==> config.mk <==
export PLATFORM = sky130hd
export DESIGN_NAME = mem_port_arbiter
export DESIGN_NICKNAME = d
export VERILOG_FILES = /design/src/rtl/mem_arb_pkg.sv /design/src/rtl/mem_port_arbiter_rr_pick.sv /design/src/rtl/mem_port_arbiter.sv
export SDC_FILE = /design/constraint.sdc
export NUM_CORES = 1
export LEC_CHECK = 0
export CORE_AREA = 2 2 131 133
export CTS_BUF_LIST = sky130_fd_sc_hd__clkbuf_16
export DETAILED_ROUTE_END_ITERATION = 12
export DIE_AREA = 0 0 133 135
export MAX_ROUTING_LAYER = met4
export PLACE_DENSITY = 0.77
export SLEW_MARGIN = 20
export SYNTH_ARGS = -nofsm -noshare
export SYNTH_HDL_FRONTEND = slang
export SYNTH_SLANG_ARGS = --single-unit
==> constraint.sdc <==
create_clock -name clk -period 4.6 [get_ports clk]
set_input_delay 0.92 -clock clk [delete_from_list [all_inputs] [get_ports clk]]
set_output_delay 0.92 -clock clk [all_outputs]
set_load 0.005 [all_outputs]
==> src/rtl/mem_arb_pkg.sv <==
// Shared definitions for the memory-port arbiter and its round-robin picker:
// FSM state encoding, requester indices and default timing limits.
package mem_arb_pkg;

    typedef enum logic [1:0] {
        ST_IDLE    = 2'd0,
        ST_ISSUE   = 2'd1,
        ST_BACKOFF = 2'd2,
        ST_RELEASE = 2'd3
    } arb_state_e;

    localparam int REQ_IFETCH = 0;
    localparam int REQ_DMEM   = 1;
    localparam int REQ_DMA    = 2;

    localparam int DEF_NREQ      = 3;
    localparam int DEF_TIMEOUT   = 200;
    localparam int DEF_MAX_RETRY = 3;

    // Index/counter width that never collapses to zero bits for tiny ranges.
    function automatic int idx_width(input int n);
        return (n > 1) ? $clog2(n) : 1;
    endfunction

endpackage

==> src/rtl/mem_port_arbiter_rr_pick.sv <==
// Combinational round-robin selector: first set request strictly after rr_ptr,
// wrapping modulo NREQ. Also used by the DMA channel scheduler.
module rr_pick
    import mem_arb_pkg::*;
#(
    parameter int NREQ  = DEF_NREQ,
    parameter int PTR_W = idx_width(DEF_NREQ)
) (
    input  logic [NREQ-1:0]  req,
    input  logic [PTR_W-1:0] rr_ptr,
    output logic             valid,
    output logic [PTR_W-1:0] idx
);

    logic [NREQ-1:0] shifted_s;
    logic            hit_s;
    int              cand_s;

    // Scan from farthest to nearest so the closest candidate after rr_ptr wins.
    always_comb begin
        valid     = 1'b0;
        idx       = rr_ptr;
        shifted_s = {NREQ{1'b0}};
        hit_s     = 1'b0;
        cand_s    = 0;
        for (int k = NREQ; k >= 1; k--) begin
            cand_s    = (int'(rr_ptr) + k) % NREQ;
            shifted_s = req >> cand_s;
            hit_s     = shifted_s[0];
            valid     = valid | hit_s;
            idx       = hit_s ? PTR_W'(cand_s) : idx;
        end
    end

endmodule

==> src/rtl/mem_port_arbiter.sv <==
// Shares the address interpreter's single ren/wen request port among NREQ
// requesters with round-robin grant, full ack/release handshake and timeout retry.
module mem_port_arbiter
    import mem_arb_pkg::*;
#(
    parameter int NREQ      = DEF_NREQ,
    parameter int TIMEOUT   = DEF_TIMEOUT,
    parameter int MAX_RETRY = DEF_MAX_RETRY
) (
    input  logic                 clk,
    input  logic                 rst_n,
    input  logic [NREQ-1:0]      req,
    input  logic [NREQ-1:0]      we,
    input  logic [NREQ*32-1:0]   addr,
    input  logic [NREQ*32-1:0]   wdata,
    output logic [NREQ-1:0]      ack,
    output logic [NREQ-1:0]      err,
    output logic [31:0]          rdata,
    output logic                 mem_ren,
    output logic                 mem_wen,
    output logic [31:0]          mem_addr,
    output logic [31:0]          mem_data_i,
    input  logic                 mem_ack,
    input  logic [31:0]          mem_data_o
);

    localparam int PTR_W   = idx_width(NREQ);
    localparam int TIMER_W = $clog2(TIMEOUT) + 1;
    localparam int RETRY_W = idx_width(MAX_RETRY + 1);

    localparam logic [TIMER_W-1:0] TIMER_LAST = TIMER_W'(TIMEOUT - 1);
    localparam logic [RETRY_W-1:0] RETRY_LAST = RETRY_W'(MAX_RETRY);
    localparam logic [PTR_W-1:0]   PTR_RESET  = PTR_W'(NREQ - 1);

    arb_state_e         state_r;
    logic [PTR_W-1:0]   gnt_r;
    logic [PTR_W-1:0]   rr_ptr_r;
    logic [TIMER_W-1:0] timer_r;
    logic [RETRY_W-1:0] retry_r;
    logic               we_r;

    logic               pick_valid_s;
    logic [PTR_W-1:0]   pick_idx_s;
    logic [31:0]        pick_addr_s;
    logic [31:0]        pick_wdata_s;
    logic               pick_we_s;
    logic [NREQ-1:0]    gnt_onehot_s;
    logic               timeout_s;

    rr_pick #(
        .NREQ  (NREQ),
        .PTR_W (PTR_W)
    ) u_rr_pick (
        .req    (req),
        .rr_ptr (rr_ptr_r),
        .valid  (pick_valid_s),
        .idx    (pick_idx_s)
    );

    // Route the winning requester's fields to the issue registers (AND-OR mux).
    always_comb begin
        pick_addr_s  = 32'd0;
        pick_wdata_s = 32'd0;
        pick_we_s    = 1'b0;
        for (int i = 0; i < NREQ; i++) begin
            pick_addr_s  = pick_addr_s  | (addr[i*32 +: 32]  & {32{pick_idx_s == PTR_W'(i)}});
            pick_wdata_s = pick_wdata_s | (wdata[i*32 +: 32] & {32{pick_idx_s == PTR_W'(i)}});
            pick_we_s    = pick_we_s    | (we[i] & (pick_idx_s == PTR_W'(i)));
        end
    end

    // Per-transaction decode of the granted requester and the timeout limit.
    always_comb begin
        gnt_onehot_s = {{(NREQ-1){1'b0}}, 1'b1} << gnt_r;
        timeout_s    = (timer_r == TIMER_LAST);
    end

    // Arbitration FSM with registered memory-port and requester-side outputs.
    always_ff @(posedge clk) begin
        if (!rst_n) begin
            state_r    <= ST_IDLE;
            gnt_r      <= {PTR_W{1'b0}};
            rr_ptr_r   <= PTR_RESET;
            timer_r    <= {TIMER_W{1'b0}};
            retry_r    <= {RETRY_W{1'b0}};
            we_r       <= 1'b0;
            ack        <= {NREQ{1'b0}};
            err        <= {NREQ{1'b0}};
            rdata      <= 32'd0;
            mem_ren    <= 1'b0;
            mem_wen    <= 1'b0;
            mem_addr   <= 32'd0;
            mem_data_i <= 32'd0;
        end else begin
            ack <= {NREQ{1'b0}};
            err <= {NREQ{1'b0}};
            case (state_r)
                ST_IDLE: begin
                    if (pick_valid_s) begin
                        gnt_r      <= pick_idx_s;
                        we_r       <= pick_we_s;
                        mem_addr   <= pick_addr_s;
                        mem_data_i <= pick_wdata_s;
                        mem_ren    <= ~pick_we_s;
                        mem_wen    <= pick_we_s;
                        timer_r    <= {TIMER_W{1'b0}};
                        state_r    <= ST_ISSUE;
                    end
                end
                ST_ISSUE: begin
                    if (mem_ack) begin
                        rdata    <= mem_data_o;
                        ack      <= gnt_onehot_s;
                        mem_ren  <= 1'b0;
                        mem_wen  <= 1'b0;
                        rr_ptr_r <= gnt_r;
                        timer_r  <= {TIMER_W{1'b0}};
                        retry_r  <= {RETRY_W{1'b0}};
                        state_r  <= ST_RELEASE;
                    end else if (timeout_s) begin
                        mem_ren <= 1'b0;
                        mem_wen <= 1'b0;
                        timer_r <= {TIMER_W{1'b0}};
                        // Last allowed attempt expired: give up and report.
                        if (retry_r == RETRY_LAST) begin
                            err      <= gnt_onehot_s;
                            rr_ptr_r <= gnt_r;
                            retry_r  <= {RETRY_W{1'b0}};
                            state_r  <= ST_RELEASE;
                        end else begin
                            retry_r <= retry_r + RETRY_W'(1);
                            state_r <= ST_BACKOFF;
                        end
                    end else begin
                        timer_r <= timer_r + TIMER_W'(1);
                    end
                end
                ST_BACKOFF: begin
                    mem_ren <= ~we_r;
                    mem_wen <= we_r;
                    state_r <= ST_ISSUE;
                end
                ST_RELEASE: begin
                    if (!mem_ack) begin
                        state_r <= ST_IDLE;
                    end
                end
                default: begin
                    state_r <= ST_IDLE;
                    mem_ren <= 1'b0;
                    mem_wen <= 1'b0;
                end
            endcase
        end
    end

endmodule

==> impl_metrics.ini, run 1 <==
[outcome]
outcome = finished, final reports clean

[yosys]
synth-seq-area-share = 0.4065
yosys_register_bits = 122
syn_nets = 861
syn_area_mm2 = 0.006008
syn_inst = 613
yosys_warnings = 0
synth_edf_count = 0
ys.flop_type = dfxtp_1
synth_cell_types = 55
synthArstFlopShare = 0
avgSynthCellArea_um2 = 9.801

[critical_path]
cp_cell_sequence = inv_1, ha_1, nand3b_1, ha_1, nand3b_1, mux2i_1, nand2_4, a21boi_4, or4b_4, buf_4, nor2_2, a221o_1
timing_worst_setup_path_type = flop to flop
crit_start = rr_ptr_r[0]$_SDFFE_PN0P_
reg2reg_to = mem_addr[2]$_SDFFE_PN0P_
cp_data_required_time_ns = 4.95
end_kind = flop
cp_max_fo = 33
r2r_cells = 12
cp_data_arrival_time_ns = 4.27
start_kind = flop
slowest_stage = or4b_4
reg2reg_slack_ns = 0.68
cpPeakStageDelay_ns = 0.78
timing.rr.start = rr_ptr_r[0]$_SDFFE_PN0P_

[floorplan]
io_pins = 337
start_util = 0.3662
die_w_um = 133
dieArea_mm2 = 0.01796
num_rows = 47
die_h_um = 135
core-area_mm2 = 0.01641

[power_and_ir_drop]
ir_worst_vdd_mv = 0.2639
sequentialPowerShare = 0.310
pwr-share-comb = 0.428
power_density_mw_per_mm2 = 501.2
leakagePower_nw = 3.929
power_mw = 4.971
power.internal_mw = 3.381
power_switching_mw = 1.589
swShare = 0.3198
clock_power_share = 0.262

[sta]
setup_tns_ns = 0
relSlewSlack = 0.5601
setup_viol = 0
worst_slew_pin_slew_ns = 0.6583
hold_viol_final = 0
max_freq_ghz = 0.2550
finalCritPeriodShare = 0.8526
fin_ws_ns = 0.6782
rsz0062_at_grt = no
drv_slew = 0
fin_worst_skew_ns = 0.009627
period_minus_slack_ns = 3.922

[finish]
fillers = 1404
area.sequential_mm2 = 0.002442
drive_gt1_frac = 0.1166
syn_to_final_growth_pct = 65.08
finalNetCount = 1178
multiInputGateArea_mm2 = 0.003151
final_cells = 1164

[clock_tree]
ctsLongestPathBuffers = 2
cts_setup_buffers = 0
ctsResizeCount = 0
root_buffer = clkbuf_16
ctsHtreeMaxLevel = 4
clock_latency_ns = 0.41
clk_pin_slew_ns = 0.05
cts_sinks = 122
cts_hold_buf = 0
cts_buffers = 17
cts_tree = yes

[grt]
grt_pass1_vias = 5761
grt_pass1_wl_um = 31400
groute.usage.overall = 0.2307
overflow = 0
grt_max_degree = 60
antenna_found_initial = 1

[placed_design]
pre_cts_ws_ns = 0.7329
dp_hpwl_um = 15560
placed_cells = 1131
gp_congestion = 0.8615
io_buffer_count = 336

[hold_path]
holdPathStages = 2
hp-class = flop to flop
hold_start = rdata[15]$_SDFFE_PN0P_
min_to = rdata[15]$_SDFFE_PN0P_

[routing]
ant_nets = 0
wl_per_cell_um = 17.72
viasPerCell = 4.966
drt-total-wl_um = 20620
num_vias = 5780
drtPass1Iterations = 4
first_iter_violations = 286
route.detailed.drc = 0

[job]
cap_violations = 0
[flip-flops by register name, summed over array words and instances, names as in the netlist]
signal and count:
state_r 2, mem_addr 32, mem_wen 1, mem_ren 1, gnt_r 2, retry_r 2
err 3, ack 3, timer_r 9, we_r 1, mem_data_i 32, rr_ptr_r 2
rdata 32
[area by class of cell]
class / count / area share
antenna: 1 / 0.0002523
clock buffer: 17 / 0.04289
clock inverter: 15 / 0.01451
inverter: 10 / 0.003785
multi-input combinational: 436 / 0.3176
sequential: 122 / 0.2462
tap: 220 / 0.02775
timing repair buffer: 343 / 0.3469
[layer usage]
metal	global-route usage	share of wire	up-vias
met4	0.08005	0.021	0
li1	-	-	2840
met1	0.2519	0.40	2674
met5	-	0	-
met2	0.4039	0.51	234
met3	0.06532	0.072	32
[cell usage after synthesis (2+ instances only)]
cell,instances,area share
a211oi_1,3,0.0037
buf_12,6,0.020
buf_4,7,0.0087
nor3_1,6,0.0050
and2_1,3,0.0031
nand2_1,73,0.046
nand4_1,4,0.0042
nor2_2,61,0.064
buf_6,8,0.015
a221o_1,64,0.11
o21ai_0,4,0.0033
o21ai_1,4,0.0033
a21oi_1,36,0.030
mux2_2,2,0.0037
a22oi_1,3,0.0037
nor3b_1,2,0.0025
dfxtp_1,122,0.41
nand2b_1,3,0.0031
buf_2,5,0.0042
ha_1,15,0.031
and3_1,6,0.0062
nor2b_1,2,0.0021
clkbuf_8,2,0.0046
nor2_1,34,0.021
inv_1,9,0.0056
a31oi_1,3,0.0031
clkbuf_1,12,0.0075
dlygate4sd1_1,2,0.0029
nand3b_1,2,0.0025
xor2_1,7,0.010
nand3_1,6,0.0050
mux2i_1,74,0.12
[worst max-delay path: cells and delay by family (launching register included)]
| family | cells | cell delay (ns) |
|---|---|---|
| DFF | 1 | 0.45 |
| muxes | 1 | 0.30 |
| buffers and inverters | 2 | 0.50 |
| adders and majority gates | 2 | 0.76 |
| and+or+nand+nor | 5 | 1.44 |
| AOI/OAI and AO/OA | 2 | 0.39 |
[kinds of logic after synthesis]
group / Yosys count / synth area share
adders and majority gates: 15 / 0.03124
and+or+nand+nor: 208 / 0.1724
buffers and inverters: 55 / 0.07226
xor gates and xnor gates: 8 / 0.01166
muxes: 78 / 0.1333
AOI/OAI and AO/OA: 127 / 0.1726
DFF: 122 / 0.4065
[placed cells by master (no fill, tap or decap), types with 6 or more instances in the layout]
cell type	n
nor2_2	60
nor2_1	34
dfxtp_1	122
nand3_1	6
xor2_1	7
inv_1	14
a221o_1	64
clkdlybuf4s50_1	336
ha_1	15
clkbuf_16	17
nor3_1	6
mux2i_1	74
nand2_1	72
a21oi_1	36
[metrics by stage]
stage	hold WS, ns	utilization	instance area (um^2)
2_1_floorplan	0.4527	-	6008
3_3_place_gp	0.4405	0.5694	9343
3_5_place_dp	0.4457	0.5694	9343
4_1_cts	0.4523	0.6041	9912
5_1_grt	0.4730	0.6045	9918
6_report	0.4531	0.6045	9918
[power groups by stage]
stage	Combinational, mW	Sequential, mW	Clock (mW)
after global routing	2.29	1.58	1.38
after CTS	2.15	1.54	1.33
final	2.13	1.54	1.30
after global placement	2.12	1.55	0
after detailed placement	2.14	1.56	0
after floorplan	1.22	1.55	0
[worst max-delay path by stage]
stage                                 endpoint  slack, ns  cells past startpoint
floorplan             mem_addr[0]$_SDFFE_PN0P_       1.39                     14
global placement    mem_data_i[2]$_SDFFE_PN0P_       0.81                     12
detailed placement  mem_data_i[2]$_SDFFE_PN0P_       0.73                     12
CTS                   mem_addr[2]$_SDFFE_PN0P_       0.71                     12
global route          mem_addr[7]$_SDFFE_PN0P_       0.43                     12
finish                mem_addr[2]$_SDFFE_PN0P_       0.68                     12
(Power assumes the default switching activity.)
==> run 2, diff against run 1 <==
ABC_AREA = 1   (was default)
CORE_AREA = 2 2 130 132   (was 2 2 131 133)
DIE_AREA = 0 0 132 134   (was 0 0 133 135)
==> run 2 against run 1 <==
  * Combinational power increased by 51%
  * Synthesized area decreased by 1.4%
  * Die area decreased by 1.5%
  * Highest routed layer unchanged
  * Flip-flop and latch count unchanged
  * Largest cell class unchanged
  * Final cell count increased by 22%
==> impl_metrics.ini, run 2 <==
[critical_path]
reg2reg_to = mem_addr[22]$_SDFFE_PN0P_
path_buf_inv = 4
timing_worst_setup_path_type = flop to flop
cp_data_arrival_time_ns = 3.82
cp_cell_sequence = inv_1, ha_1, inv_2, nand3_2, ha_1, inv_1, nand3_1, nand2_1, nand3_1, nor2_4, nor2_1, nand2_1, nand2_4, nor2_4, buf_12, nand2_1, nand3_1, nand2_1, a21oi_1
crit_start = rr_ptr_r[0]$_SDFFE_PN0P_
critPathTopFamily = simple AND/OR/NAND/NOR gates
timing.rr.start = rr_ptr_r[0]$_SDFFE_PN0P_
crit_top_cell = nand2_1
end_kind = flop
slowest_stage = dfxtp_1
r2r_cells = 19
path_depth = 19
cp_data_required_time_ns = 4.94
reg2reg_slack_ns = 1.12
start_kind = flop
cp_max_fo = 47
cpPeakStageDelay_ns = 0.43

[clock_tree]
cts_buffers = 17
cts_hold_buf = 0
cts_tree = yes
clock_latency_ns = 0.41
ctsHtreeMaxLevel = 4
root_buffer = clkbuf_16
ctsResizeCount = 0
cts_sinks = 122
cts_setup_buffers = 0
ctsLongestPathBuffers = 2
clk_pin_slew_ns = 0.06

[yosys]
yosys_register_bits = 122
netlist.area_leader.share = 0.4123
netlist_top_cells_count = nand2_1, dfxtp_1, nor2_1
ys.flop_type = dfxtp_1
synth_most_common_cell = nand2_1
yosys-top-cells-area = dfxtp_1, nand2_1, a21oi_1, o21ai_0, nor2_1
synth_edf_count = 0
yosys_warnings = 0
synth_top_area_cell = dfxtp_1
synthArstFlopShare = 0
synth_cell_types = 33
syn_area_mm2 = 0.005923
synth-seq-area-share = 0.4123
avgSynthCellArea_um2 = 6.762
syn_inst = 876
syn_nets = 1124

[power_and_ir_drop]
leakagePower_nw = 3.973
power_density_mw_per_mm2 = 621.1
ir_worst_vdd_mv = 0.4256

[floorplan]
core-area_mm2 = 0.01629
dieArea_mm2 = 0.01769
die_h_um = 134
start_util = 0.3636
die_w_um = 132
num_rows = 47
io_pins = 337

[sta]
relSlewSlack = 0.5082
setup_tns_ns = 0
period_minus_slack_ns = 3.484
max_freq_ghz = 0.2870
finalCritPeriodShare = 0.7574
fin_worst_skew_ns = 0.007914
rsz0062_at_grt = no
worst_slew_pin_slew_ns = 0.7349
drv_slew = 0
hold_viol_final = 0
setup_viol = 0

[hold_path]
holdPathStages = 2
hp-class = flop to flop
hold_start = mem_addr[24]$_SDFFE_PN0P_
min_to = mem_addr[24]$_SDFFE_PN0P_

[finish]
finalNetCount = 1436
syn_to_final_growth_pct = 69.31
final_cell_mix = clkdlybuf4s50_1, nand2_1, dfxtp_1
final_common_cell = clkdlybuf4s50_1
top_regs = mem_addr x32, mem_data_i x32, rdata x32
antennaDiodeCount = 0
drive_gt1_frac = 0.04663
stdcell_area_mm2 = 0.01003

[routing]
first_iter_violations = 338
drtPass1Iterations = 5
num_vias = 6935
drt-total-wl_um = 21090
ant_nets = 0
route.detailed.drc = 0
wl_per_cell_um = 14.84
viasPerCell = 4.880

[grt]
grt_pass1_wl_um = 34110
antenna_found_initial = 0
grt_max_degree = 70
met2_usage = 0.4100
gr-usage-met1 = 0.2732
overflow = 0
grt_pass1_vias = 6872
top_usage_layer = met2
groute.usage.overall = 0.2466
use_met3 = 0.08541

[placed_design]
dp_hpwl_um = 15470
gp_congestion = 0.8855
io_buffer_count = 336
post_dp_cell_area_mm2 = 0.009402

[outcome]
outcome = finished, final reports clean

[job]
cap_violations = 0
## run 2: cell count changes after synthesis, moves of 9 or more
| cell | before | now |
|---|---|---|
| mux2i_1 | 74 | 0 |
| clkbuf_1 | 12 | 24 |
| buf_2 | 5 | 14 |
| a221o_1 | 64 | 0 |
| nand2_1 | 73 | 292 |
| o21ai_0 | 4 | 74 |
| inv_1 | 9 | 38 |
| nand3_1 | 6 | 52 |
| nor2_1 | 34 | 85 |
| a31oi_1 | 3 | 30 |
| a21oi_1 | 36 | 77 |
| nor2_2 | 61 | 0 |
## run 2: how the worst max path moves through the flow
| stage | endpoint | slack [ns] |
|---|---|---|
| floorplan | mem_addr[19]$_SDFFE_PN0P_ | 1.98 |
| global placement | gnt_r[1]$_SDFFE_PN0P_ | 0.90 |
| detailed placement | mem_addr[22]$_SDFFE_PN0P_ | 1.08 |
| CTS | mem_addr[22]$_SDFFE_PN0P_ | 1.06 |
| global route | mem_addr[6]$_SDFFE_PN0P_ | 0.79 |
| finish | mem_addr[22]$_SDFFE_PN0P_ | 1.12 |
## run 2: metal layers
| layer | wire length (um) | part of all wire |
|---|---|---|
| met1 | 8605 | 0.41 |
| met2 | 10030 | 0.48 |
| met3 | 1850 | 0.088 |
| met4 | 605 | 0.029 |
| met5 | 0 | 0 |
## run 2: through the flow
stage	power, mW	utilization	cells	worst slack [ns]	hold WS (ns)
global route	6.738	0.6156	1421	0.7930	0.4802
finish	6.229	0.6156	1421	1.116	0.4597
floorplan	3.511	-	876	1.983	0.4429
global placement	4.816	0.5770	1389	0.9000	0.4509
detailed placement	4.853	0.5772	1389	1.085	0.4564
CTS	6.289	0.6156	1421	1.059	0.4631
## run 2: final cells by class
| type | instances | area, um^2 |
|---|---|---|
| Fill cell | 1518 | 6261 |
| Inverter | 44 | 167.7 |
| Tap cell | 220 | 275.3 |
| Multi-Input combinational cell | 660 | 3080 |
| Clock buffer | 17 | 425.4 |
| Clock inverter | 15 | 201.4 |
| Sequential cell | 122 | 2442 |
| Timing Repair Buffer | 343 | 3436 |
## run 2: tightest hold or removal path: cells and delay by family (launching register included)
family / cells / cell delay (ns)
and+or+nand+nor: 1 / 0.06
DFF: 1 / 0.30
AOI/OAI and AO/OA: 1 / 0.05
## run 2: where the power goes
part	internal (mW)	switching [mW]
Clock	0.906	0.499
Sequential	1.42	0.191
Combinational	1.40	1.82
Total	3.72	2.51
## run 2: logic make-up (layout without fill, tap and decap cells)
group | after synthesis | count (layout) | share of synthesized area
DFF | 122 | 122 | 0.4123
and+or+nand+nor | 455 | 455 | 0.3152
xor gates and xnor gates | 2 | 2 | 0.002958
AOI/OAI and AO/OA | 188 | 188 | 0.1690
adders and majority gates | 15 | 15 | 0.03169
buffers and inverters | 94 | 419 | 0.06887
